===== config.mk =====
export PLATFORM = sky130hd
export DESIGN_NAME = fetch
export DESIGN_NICKNAME = d
export VERILOG_FILES = /design/src/rtl/fetch_pkg.sv /design/src/rtl/fetch_pcselect.sv /design/src/rtl/fetch.sv
export SDC_FILE = /design/constraint.sdc
export NUM_CORES = 1
export LEC_CHECK = 0
export ABC_AREA = 1
export CORE_ASPECT_RATIO = 1.4
export CORE_MARGIN = 1
export CORE_UTILIZATION = 40
export DETAILED_ROUTE_END_ITERATION = 8
export PLACE_DENSITY = 0.65
export SLEW_MARGIN = 10
export SYNTH_ARGS = -nofsm -noshare
export SYNTH_HDL_FRONTEND = slang
export SYNTH_HIERARCHICAL = 1
export SYNTH_SLANG_ARGS = --single-unit
export TNS_END_PERCENT = 10

===== constraint.sdc =====
create_clock -name clk -period 2.23 [get_ports clk]
set_input_delay 0.3345 -clock clk [delete_from_list [all_inputs] [get_ports clk]]
set_output_delay 0.3345 -clock clk [all_outputs]
set_load 0.03 [all_outputs]

===== src/rtl/fetch_pkg.sv =====
// Shared bus and pipeline types for the fetch stage.
// Bus structs live in common, pipeline register types in pipes.
package common;

    typedef struct packed {
        logic        valid;
        logic [63:0] addr;
    } ibus_req_t;

    typedef struct packed {
        logic        addr_ok;
        logic        data_ok;
        logic [31:0] data;
    } ibus_resp_t;

endpackage

package pipes;

    typedef struct packed {
        logic        valid;
        logic [63:0] pc;
        logic [31:0] instruction;
    } fetch_data_t;

    typedef enum logic [1:0] {
        REQ   = 2'd0,
        DRAIN = 2'd1,
        OUT   = 2'd2
    } fetch_state_t;

endpackage


===== src/rtl/fetch_pcselect.sv =====
// Next-PC mux for the fetch stage.
// A redirect always wins; REQ offers the sequential PC, other states hold.
module pcselect
    import pipes::*;
(
    input  fetch_state_t state,
    input  logic         redirect_valid,
    input  logic [63:0]  redirect_pc,
    input  logic [63:0]  req_pc,
    input  logic [63:0]  pc,
    output logic [63:0]  npc
);

    always_comb begin
        npc = pc;
        if (redirect_valid)
            npc = redirect_pc & ~64'd3;
        else if (state == REQ)
            npc = req_pc + 64'd4;
    end

endmodule


===== src/rtl/fetch.sv =====
// Instruction-fetch stage: single outstanding request, registered output to decode.
// Redirects during an outstanding request wait in DRAIN for the stale response.
module fetch
    import common::*;
    import pipes::*;
#(
    parameter logic [63:0] PCINIT = 64'h8000_0000
) (
    input  logic         clk,
    input  logic         resetn,
    output ibus_req_t    ireq,
    input  ibus_resp_t   iresp,
    input  logic         stallF,
    input  logic         redirect_valid,
    input  logic [63:0]  redirect_pc,
    output fetch_data_t  dataF
);

    fetch_state_t state;
    logic [63:0]  pc;
    logic [63:0]  req_pc;
    logic [63:0]  npc;

    // addr_ok carries no information for a single-outstanding requester.
    logic unused_addr_ok;
    assign unused_addr_ok = iresp.addr_ok;

    pcselect u_pcselect (
        .state          (state),
        .redirect_valid (redirect_valid),
        .redirect_pc    (redirect_pc),
        .req_pc         (req_pc),
        .pc             (pc),
        .npc            (npc)
    );

    always_comb begin
        ireq       = '0;
        ireq.valid = resetn && (state != OUT);
        ireq.addr  = req_pc;
    end

    always_ff @(posedge clk) begin
        if (!resetn) begin
            state  <= REQ;
            pc     <= PCINIT;
            req_pc <= PCINIT;
            dataF  <= '0;
        end else begin
            case (state)
                REQ: begin
                    if (redirect_valid) begin
                        pc <= npc;
                        if (iresp.data_ok)
                            req_pc <= npc;
                        else
                            state <= DRAIN;
                    end else if (iresp.data_ok) begin
                        dataF.valid       <= 1'b1;
                        dataF.pc          <= req_pc;
                        dataF.instruction <= iresp.data;
                        pc                <= npc;
                        state             <= OUT;
                    end
                end
                DRAIN: begin
                    if (redirect_valid)
                        pc <= npc;
                    if (iresp.data_ok) begin
                        req_pc <= npc;
                        state  <= REQ;
                    end
                end
                OUT: begin
                    // Redirect flushes the held instruction even if decode would take it.
                    if (redirect_valid) begin
                        dataF.valid <= 1'b0;
                        pc          <= npc;
                        req_pc      <= npc;
                        state       <= REQ;
                    end else if (!stallF) begin
                        dataF.valid <= 1'b0;
                        req_pc      <= npc;
                        state       <= REQ;
                    end
                end
                default: state <= REQ;
            endcase
        end
    end

endmodule


==> out/qor.tcl, run 1 <==
set qor(leakagePower_nw) 7.07
set qor(largest_family_of_logic_cells_by_synthesized_area) {simple AND/OR/NAND/NOR gates}
set qor(cts-buffers-inserted) 24
set qor(num-nets-final) 2347
set qor(post_synth_xor_area_fraction_pct) 1.43
set qor(ff_latch_area_mm2) 0.00456
set qor(worst_slew_margin_rel_pct) 39.4
set qor(synth_cell_area_mm2) 0.0122
set qor(clock_tree.buffer_depth) 3
set qor(max_clock_freq_ghz) 0.457
set qor(detail_route.drc_violations) 0
set qor(core-area_mm2) 0.0300
set qor(yosys-mux-area-fraction_pct) 0
set qor(clkSlewWorstSetupHoldPaths_ns) 0.06
set qor(final-instance-count-excl-fill) 2637
set qor(grt.overflow.total) 0
set qor(synth.area.top_cells) {sky130_fd_sc_hd__dfxtp_1 37%, sky130_fd_sc_hd__nor2_1 14%, sky130_fd_sc_hd__nand2_1 12%, sky130_fd_sc_hd__o21ai_0 7.8%, sky130_fd_sc_hd__inv_1 6.8%}
set qor(layer_with_the_highest_usage_after_global_routing) {met2}
set qor(placed_cells) 2596
set qor(setup_violations) 0
set qor(yosysMostFrequentCell) {sky130_fd_sc_hd__nor2_1}
set qor(drtAntennaViolNets) 0
set qor(timing.reg2reg.setup_slack_ns) 0.11
set qor(drt_iter0_drc) 853
set qor(fillers) 2971
set qor(timing.critical_path.required_ns) 1.90
set qor(maxCapViolCount) 0
set qor(dieHeight_um) 209
set qor(dp_hpwl_um) 28900
set qor(final_hold_viol_count) 0
set qor(worstSkewPairLatency_ns) 0.54
set qor(placement.io_buffers) 260
set qor(num_rows) 75
set qor(total_power_mw) 17.6
set qor(grt_first_pass_wirelength_um) 64200
set qor(cpPeakStageDelay_ns) 0.66
set qor(critPathLaunchType) {register}
set qor(cp.arrival_ns) 1.86
set qor(routed_wl_um) 41300
set qor(post_cts_hold_buffer_count) 0
set qor(synth_top_area_cell) {sky130_fd_sc_hd__dfxtp_1}
set qor(yosys_register_bits) 227
set qor(grt_use_met2_pct) 45.9
set qor(synth.lib_cells_used.distinct) 34
set qor(cts_tree) {yes}
set qor(routabilityCongestion) 0.949
set qor(synth-edff-count) 0
set qor(design.die.area_mm2) 0.0313
set qor(h-tree-depth) 1
set qor(timing.critical_path.to_type) {output pin}
set qor(post_synth_most_frequent_cells) {463 x sky130_fd_sc_hd__nor2_1, 403 x sky130_fd_sc_hd__nand2_1, 227 x sky130_fd_sc_hd__dfxtp_1}
set qor(yosysSeqAreaShare_pct) 37.1
set qor(syn-num-nets) 2077
set qor(flow.area_growth_from_synthesis_pct) 35.1
set qor(layout-drive-gt1-share_pct) 9.24
set qor(routed_len_inst_um) 15.7
set qor(grt_use_met1_pct) 30.9
set qor(grt_antenna_before_repair) 0
set qor(ys_warn_count) 6
set qor(yosys_most_used_dff) {sky130_fd_sc_hd__dfxtp_1}
set qor(clock_tree.root_cell) {sky130_fd_sc_hd__clkbuf_16}
set qor(syn_inst) 1969
set qor(slew_violations) 0
set qor(number_of_global_route_vias_before_repair) 12200
set qor(floorplan.initialDensity_pct) 40.8
set qor(die_width_um) 150
set qor(worst_slew_pin_slew_ns) 0.910
set qor(grt_setup_unrepaired) {true}
set qor(num_antenna_cells) 0
set qor(floorplan.io_pins) 264
set qor(groute.usage.overall_pct) 25.9
set qor(final.setup_skew_ns) 0.0169
set qor(worst_vdd_drop_uv) 506
set qor(synth-compound-area-share_pct) 14.2
set qor(worst-path-max-fanout) 4
set qor(timing.critical_path.cells) {buf_4 -> clkdlybuf4s50_1}
set qor(synth_largest_type_area_fraction_pct) 37.1
set qor(route.vias.total) 13200
set qor(multi_input_comb_area_mm2) 0.00633
set qor(yosys.area_share.simple_pct) 35.0
set qor(grt_start_max_net_pins) 134
set qor(grt_util_met3_pct) 2.95
set qor(synth_adder_area_share_pct) 0.613
set qor(synth_async_sr_flop_share_pct) 0
set qor(final.min_clock_period_ns) 2.19
set qor(run_status) {completed}
set qor(min_period_over_period_pct) 98.2
set qor(critical_path_s_slowest_cell) {sky130_fd_sc_hd__clkdlybuf4s50_1}
set qor(vias_per_cell) 5.01
set qor(holdCritPathClass) {in -> reg}
set qor(p_per_area_mw_per_mm2) 1070
set qor(clock-sinks) 227
set qor(firstDrtPassIters) 5
set qor(class_of_the_most_critical_setup_path) {reg -> out}
set qor(avgSynthCellArea_um2) 6.22
==> per-layer routing <==
metal  wire length, µm  share of wire [%]
met1             16700                 40
met2             20600                 50
met4              1640                4.0
met5                 0                  0
met3              2370                5.7
==> logic make-up (layout without fill, tap and decap cells) <==
| logic type | Yosys count | count (layout) |
|---|---|---|
| AO/OA/AOI/OAI | 345 | 345 |
| XOR/XNOR | 20 | 20 |
| adder cells (fa/ha/maj) | 6 | 6 |
| buffers and inverters | 342 | 625 |
| flip-flops | 227 | 227 |
| AND/OR/NAND/NOR | 1029 | 1029 |
==> power by group <==
group | switching, mW | internal (mW) | total (mW)
clock network | 1.66 | 2.57 | 4.24
logic | 4.75 | 2.92 | 7.67
registers | 0.726 | 5.02 | 5.75
==> worst max-delay path, delay by kind of cell, from the launching register on <==
| kind | cells | cell delay [ns] |
|---|---|---|
| flops | 1 | 0.47 |
| buf+inv | 2 | 0.85 |
==> per-stage QoR <==
stage               TNS (ns)  cell area (µm²)  setup WS, ns  util, %  hold slack, ns
CTS                        0            16500      0.000597     54.8          0.0407
global placement           0            15600         0.128     52.1           0.432
finish                     0            16500        0.0395     55.1          0.0526
detailed placement         0            15600        0.0881     52.1           0.435
floorplan                  0            12200         0.177        -           0.437
global route         -0.0789            16500       -0.0270     55.1          0.0615
==> what timing repair did <==
action / in CTS / in global routing
pin swaps: 0 / 3
resized for setup: 2 / 27
gates cloned: 0 / 0
setup buffers: 0 / 2
endpoints found under the setup margin: 2 / 47
==> cell usage in the layout (no fill, tap or decap), drive strengths merged <==
| cell | instances |
|---|---|
| nor3 | 1 |
| clkdlybuf4s50 | 254 |
| o21ai | 212 |
| inv | 229 |
| o211ai | 1 |
| nand2 | 414 |
| dlygate4sd2 | 1 |
| clkbuf | 35 |
| dfxtp | 227 |
| a21oi | 129 |
| xor2 | 11 |
| clkinv | 3 |
| or2 | 2 |
| dlymetal6s2s | 2 |
| nand4 | 67 |
| o21a | 2 |
| o21bai | 1 |
| bufinv | 3 |
| xnor2 | 9 |
| nor3b | 1 |
| ha | 6 |
| buf | 98 |
| nor2 | 489 |
| nand3 | 55 |
==> state kept, by name, indices dropped and copies added, names as in the netlist <==
| signal | cells |
|---|---|
| dataF | 97 |
| req_pc | 64 |
| pc | 64 |
| state | 2 |
==> layout make-up <==
class / instances / area share, %
clock inverters: 5 / 0.628
inverters: 230 / 5.27
flip-flops and latches: 227 / 27.6
repair buffers: 356 / 21.0
clock buffers: 34 / 4.35
well taps: 385 / 2.91
multi-input cells: 1400 / 38.3
==> path summary, 6_finish.rpt <==
check	startpoint	end	depth (start not counted)
min	resetn	dataF[96]	3
max	req_pc[47]	ireq[47]	2
max reg2reg	req_pc[43]	req_pc[51]	13
min reg2reg	dataF[42]	dataF[42]	2
Power figures use the tool's default switching activity.
==> run 2, diff against run 1 <==
GPL_TIMING_DRIVEN = 0   (was unset)
==> out/qor.tcl, run 2 (synthesis gave the netlist of run 1 again) <==
set qor(floorplan.initialDensity_pct) 40.8 ;# unchanged
set qor(power.switching_mw) 7.43 ;# +4.2%
set qor(die_width_um) 150 ;# unchanged
set qor(final_hold_viol_count) 0 ;# unchanged
set qor(max_reg_flops) 97 ;# unchanged
set qor(final.setup_skew_ns) 0.0173 ;# +0.000344 ns
set qor(min_period_over_period_pct) 99.1 ;# +0.89 points
set qor(maxCapViolCount) 0 ;# unchanged
set qor(run_status) {completed}
set qor(critical_path_s_slowest_cell) {sky130_fd_sc_hd__clkdlybuf4s50_1}
set qor(vias_per_cell) 5.09 ;# +1.7%
set qor(routed_len_inst_um) 17.7 ;# +13%
set qor(critPathLaunchType) {register}
set qor(dpl-instance-area_mm2) 0.0153 ;# -2.1%
set qor(drtAntennaViolNets) 0 ;# unchanged
set qor(routed-wl-met3_um) 2650 ;# +12%
set qor(dp_hpwl_um) 36200 ;# +25%
set qor(cp.arrival_ns) 1.88 ;# +0.02 ns
set qor(grt.overflow.total) 0 ;# unchanged
set qor(layout-drive-gt1-share_pct) 10.5 ;# +1.3 points
set qor(route.vias.total) 13500 ;# +2.4%
set qor(power.combinational.fraction_pct) 41.6 ;# -1.8 points
set qor(groute.usage.overall_pct) 29.6 ;# +3.8 points
set qor(worstSkewPairLatency_ns) 0.53 ;# about the same
set qor(setup.worst_path.start) {req_pc[54]}
set qor(cts_tree) {yes}
set qor(detail_route.drc_violations) 0 ;# unchanged
set qor(firstDrtPassIters) 6 ;# +1
set qor(timing.critical_path.required_ns) 1.90 ;# about the same
set qor(post-route-cell-area_mm2) 0.0163 ;# -1.4%
set qor(grt_setup_unrepaired) {true}
set qor(leakagePower_nw) 6.84 ;# -3.3%
set qor(timing.critical_path.to_type) {output pin}
set qor(route.met2.wl_um) 23400 ;# +14%
set qor(holdCritPathClass) {in -> reg}
set qor(sequential_fraction_of_design_power_pct) 35.4 ;# +2.8 points
set qor(routedLengthMet1_um) 18600 ;# +12%
set qor(clock-sinks) 227 ;# unchanged
set qor(cts-buffers-inserted) 23 ;# -4.2%
set qor(routed_wl_um) 47000 ;# +14%
set qor(num_rows) 75 ;# unchanged
set qor(post-place-ws_ns) -0.951 ;# -1.04 ns
set qor(power_switching_share_pct) 42.3 ;# +1.9 points
set qor(setup_violations) 0 ;# unchanged
set qor(clock_tree.root_cell) {sky130_fd_sc_hd__clkbuf_16}
set qor(slew_violations) 0 ;# unchanged
set qor(min_from) {iresp[9]}
set qor(grt_first_pass_wirelength_um) 71000 ;# +11%
set qor(reg_top3) {dataF: 97 flops, pc: 64 flops, req_pc: 64 flops}
set qor(topRoutingLayerUsed) {met4}
set qor(timing.critical_path.cells) {clkdlybuf4s50_1}
set qor(clock_tree.buffer_depth) 3 ;# unchanged
set qor(final.min_clock_period_ns) 2.21 ;# +0.0197 ns
set qor(regMostFlops) {dataF}
set qor(h-tree-depth) 1 ;# unchanged
set qor(final_critical_path_setup_slack_ns) 0.0198 ;# -0.0197 ns
set qor(cpPeakStageDelay_ns) 0.76 ;# +0.10 ns
set qor(worst_vdd_drop_uv) 750 ;# +48%
set qor(design.die.area_mm2) 0.0313 ;# unchanged
set qor(cp_num_buf_inv) 1 ;# -1
set qor(pwr-share-clk_pct) 23.0 ;# -1.0 points
set qor(worst_path_dominant_cell_family) {buffers and inverters}
set qor(final_common_cell) {sky130_fd_sc_hd__nor2_1}
set qor(max_clock_freq_ghz) 0.452 ;# -0.89%
set qor(worst-path-max-fanout) 7 ;# +3
set qor(floorplan.io_pins) 264 ;# unchanged
set qor(clkSlewWorstSetupHoldPaths_ns) 0.06 ;# about the same
set qor(class_of_the_most_critical_setup_path) {reg -> out}
set qor(p_per_area_mw_per_mm2) 1080 ;# +0.95%
set qor(drt_iter0_drc) 827 ;# -3.0%
set qor(cellInternalPower_mw) 10.1 ;# -3.7%
set qor(layout_common_cells) {448 x sky130_fd_sc_hd__nor2_1, 400 x sky130_fd_sc_hd__nand2_1, 257 x sky130_fd_sc_hd__clkdlybuf4s50_1, 221 x sky130_fd_sc_hd__inv_1, 189 x sky130_fd_sc_hd__o21ai_0}
set qor(dieHeight_um) 209 ;# unchanged
set qor(grt_antenna_before_repair) 0 ;# unchanged
set qor(number_of_global_route_vias_before_repair) 12700 ;# +3.8%
set qor(worst_slew_pin_slew_ns) 0.982 ;# +0.0722 ns
set qor(routabilityCongestion) 0.959 ;# +1.1%
set qor(placement.io_buffers) 259 ;# -0.38%
set qor(core-area_mm2) 0.0300 ;# unchanged
set qor(flow.area_growth_from_synthesis_pct) 33.2
set qor(num_antenna_cells) 0 ;# unchanged
set qor(grt_start_max_net_pins) 15 ;# -89%
set qor(num-nets-final) 2365 ;# +0.77%
set qor(critical_path.reg2reg.startpoint) {req_pc[11]}
set qor(worst_slew_margin_rel_pct) 34.5 ;# -4.8 points
run 2: area by class of cell:
type / instances / area (µm²)
tap: 385 / 482
inverter: 230 / 871
timing repair buffer: 263 / 2620
buffer: 112 / 576
clock inverter: 9 / 128
fill: 3089 / 13700
multi-input combinational: 1400 / 6350
clock buffer: 30 / 642
sequential: 227 / 4620
run 2: path summary, 6_finish.rpt:
kind | end | slack [ns] | depth (start not counted)
max | ireq[54] | 0.02 | 1
min | dataF[9] | 0.43 | 3
max reg2reg | req_pc[51] | 0.10 | 12
min reg2reg | dataF[57] | 0.44 | 2
run 2: timing repair:
action | in CTS | in global routing
setup buffers | 0 | 4
hold endpoints to repair | 0 | 0
endpoints found under the setup margin | 105 | 101
hold buffers | 0 | 0
gates resized for setup | 32 | 81
pin swaps | 0 | 3
run 2: metrics by stage:
step | std cells | setup TNS [ns] | hold slack (ns) | total power, mW | util (%)
2_1_floorplan | 1969 | 0 | 0.437 | 10.5 | -
3_3_place_gp | 2613 | -73.22 | 0.431 | 13.3 | 51.0
3_5_place_dp | 2613 | -78.91 | 0.435 | 13.4 | 51.0
6_report | 2656 | 0 | 0.432 | 17.6 | 54.3
4_1_cts | 2652 | 0 | 0.416 | 17.5 | 53.7
5_1_grt | 2656 | -0.233 | 0.456 | 18.6 | 54.3
run 2: metal layers:
layer	up-vias	track usage, %
li1	6765	-
met3	108	2.95
met2	443	53.0
met1	6205	35.0
met4	0	14.0
met5	-	0
run 2: power groups by stage:
| stage | sequential (mW) | combinational [mW] | clock, mW |
|---|---|---|---|
| final | 6.21 | 7.30 | 4.05 |
| after CTS | 6.16 | 7.23 | 4.11 |
| after global routing | 6.32 | 8.02 | 4.27 |
| after detailed placement | 6.22 | 7.20 | 0 |
| after global placement | 6.19 | 7.11 | 0 |
| after floorplan | 6.84 | 3.64 | 0 |
==> run 3, diff against run 2 <==
clock period = 2.56 ns   (was 2.23 ns; I/O delays follow)
==> out/qor.tcl, run 3 (synthesis gave the netlist of run 1 again) <==
set qor(grt_start_max_net_pins) 16 ;# +1
set qor(post-route-cell-area_mm2) 0.0161 ;# -1.3%
set qor(clkSlewWorstSetupHoldPaths_ns) 0.06 ;# about the same
set qor(die_width_um) 150 ;# unchanged
set qor(class_of_the_most_critical_setup_path) {reg -> out}
set qor(worst_slew_pin_slew_ns) 0.972 ;# -0.00981 ns
set qor(floorplan.io_pins) 264 ;# unchanged
set qor(drt_iter0_drc) 851 ;# +2.9%
set qor(dpl-instance-area_mm2) 0.0153 ;# unchanged
set qor(cp.arrival_ns) 2.05 ;# +0.17 ns
set qor(placement.io_buffers) 259 ;# unchanged
set qor(holdCritPathClass) {reg -> reg}
set qor(final_util_pct) 53.6 ;# -0.69 points
set qor(routed_len_inst_um) 17.6 ;# -0.57%
set qor(design.die.area_mm2) 0.0313 ;# unchanged
set qor(timing.critical_path.to_type) {output pin}
set qor(cts_tree) {yes}
set qor(run_status) {completed}
set qor(grt_setup_unrepaired) {false}
set qor(final.setup_skew_ns) 0.0193 ;# +0.00206 ns
set qor(slew_violations) 0 ;# unchanged
set qor(num_rows) 75 ;# unchanged
set qor(placed_cells) 2613 ;# unchanged
set qor(worst_vdd_drop_uv) 695 ;# -7.3%
set qor(route.vias.total) 13500 ;# -0.50%
set qor(critPathLaunchType) {register}
set qor(dp_hpwl_um) 36200 ;# unchanged
set qor(clock_tree.buffer_depth) 3 ;# unchanged
set qor(worst_slew_margin_rel_pct) 35.2 ;# +0.65 points
set qor(vias_per_cell) 5.07 ;# -0.35%
set qor(p_per_area_mw_per_mm2) 944 ;# -12%
set qor(routed_wl_um) 46600 ;# -0.72%
set qor(core-area_mm2) 0.0300 ;# unchanged
set qor(final.min_clock_period_ns) 2.43
set qor(grt_antenna_before_repair) 0 ;# unchanged
set qor(clock-sinks) 227 ;# unchanged
set qor(num-nets-final) 2360 ;# -0.21%
set qor(number_of_global_route_vias_before_repair) 12600 ;# -0.29%
set qor(regMostFlops) {dataF}
set qor(reg_top3) {dataF: 97 flops, pc: 64 flops, req_pc: 64 flops}
set qor(clock_tree.root_cell) {sky130_fd_sc_hd__clkbuf_16}
set qor(grt.overflow.total) 0 ;# unchanged
set qor(layout_common_cells) {463 x sky130_fd_sc_hd__nor2_1, 403 x sky130_fd_sc_hd__nand2_1, 259 x sky130_fd_sc_hd__clkdlybuf4s50_1, 226 x sky130_fd_sc_hd__dfxtp_1, 221 x sky130_fd_sc_hd__inv_1}
set qor(fillers) 3120 ;# +1.0%
set qor(max_clock_freq_ghz) 0.411
set qor(setup-tns-final_ns) 0 ;# unchanged
set qor(final_common_cell) {sky130_fd_sc_hd__nor2_1}
set qor(detail_route.drc_violations) 0 ;# unchanged
set qor(max_reg_flops) 97 ;# unchanged
set qor(dieHeight_um) 209 ;# unchanged
set qor(maxCapViolCount) 0 ;# unchanged
set qor(timing.critical_path.required_ns) 2.18 ;# +0.28 ns
set qor(groute.usage.overall_pct) 29.5 ;# -0.12 points
set qor(min_period_over_period_pct) 95.0
set qor(routabilityCongestion) 0.959 ;# unchanged
set qor(grt_first_pass_wirelength_um) 70700 ;# -0.39%
set qor(flow.area_growth_from_synthesis_pct) 31.5
set qor(leakagePower_nw) 6.73 ;# -1.5%
set qor(worst-path-max-fanout) 5 ;# -2
set qor(layout-drive-gt1-share_pct) 6.49 ;# -4.0 points
set qor(hold-worst-slack_ns) 0.442 ;# +0.0101 ns
set qor(final-instance-count-excl-fill) 2652 ;# -0.15%
set qor(setup_violations) 0 ;# unchanged
set qor(h-tree-depth) 1 ;# unchanged
set qor(drtAntennaViolNets) 0 ;# unchanged
set qor(cts-buffers-inserted) 23 ;# unchanged
set qor(floorplan.initialDensity_pct) 40.8 ;# unchanged
set qor(worstSkewPairLatency_ns) 0.53 ;# about the same
set qor(firstDrtPassIters) 5 ;# -1
set qor(final_hold_viol_count) 0 ;# unchanged
-- run 3: cell count changes in the layout (fill, tap and decap cells not counted), moves of 3 or more --
cell and delta:
sky130_fd_sc_hd__buf_4 -4, sky130_fd_sc_hd__clkbuf_1 +11, sky130_fd_sc_hd__clkbuf_2 -12, sky130_fd_sc_hd__dfxtp_1 +54
sky130_fd_sc_hd__dfxtp_2 -51, sky130_fd_sc_hd__dfxtp_4 -3, sky130_fd_sc_hd__nand2_1 +3, sky130_fd_sc_hd__nand2_2 -3
sky130_fd_sc_hd__nor2_1 +15, sky130_fd_sc_hd__nor2_2 -11, sky130_fd_sc_hd__nor2_4 -4
-- run 3: worst paths after layout --
| kind | start | to | slack [ns] | cells after the start |
|---|---|---|---|---|
| worst max-delay path | state[0] | ireq[64] | 0.13 | 4 |
| worst min-delay path | dataF[57] | dataF[57] | 0.44 | 2 |
| worst max register to register | req_pc[2] | req_pc[60] | 0.19 | 14 |
| worst min register to register | dataF[57] | dataF[57] | 0.44 | 2 |
-- run 3: critical path: stages, from the launching register on --
cell and delay (ns):
sky130_fd_sc_hd__dfxtp_1 0.37, sky130_fd_sc_hd__inv_1 0.11, sky130_fd_sc_hd__ha_1 0.25, sky130_fd_sc_hd__nor2_1 0.11, sky130_fd_sc_hd__clkdlybuf4s50_1 0.68
-- run 3: repair_timing --
action,in CTS,in global routing
hold buffers,0,0
gates resized for setup,0,4
setup endpoints to repair,11,6
buffers inserted,0,0
-- run 3: final cells by class --
class	instances	area, µm²	share of cell area, %
diodes	1	2.50	0.0156
plain buffers	111	554	3.45
clock buffers	30	642	3.99
clock inverters	9	128	0.793
inverters	230	871	5.41
multi-input cells	1400	6270	39.0
flip-flops and latches	227	4550	28.3
well taps	385	482	2.99
repair buffers	259	2590	16.1
-- run 3: where the power goes --
part           internal, mW  leakage [nW]  total, mW  switching [mW]
Combinational          2.31          4.48       6.32            4.01
Clock                  2.07         0.383       3.54            1.47
Sequential             4.36          1.87       5.34           0.976
Total                  8.74          6.73       15.2            6.45
-- run 3: per-stage QoR --
| step | total power [mW] | setup WS (ns) |
|---|---|---|
| 5_1_grt | 16.1 | 0.00660 |
| 2_1_floorplan | 9.12 | 0.507 |
| 4_1_cts | 15.2 | 0.107 |
| 6_report | 15.2 | 0.128 |
| 3_3_place_gp | 11.6 | -0.629 |
| 3_5_place_dp | 11.7 | -0.670 |
-- run 3: routing by layer --
metal  vias up  share of wire, %  track usage, %
met4         0               4.7            13.9
met2       444                50            52.8
met3        98               5.4            2.79
met5         -                 0               0
li1       6740                 -               -
met1      6172                40            35.0
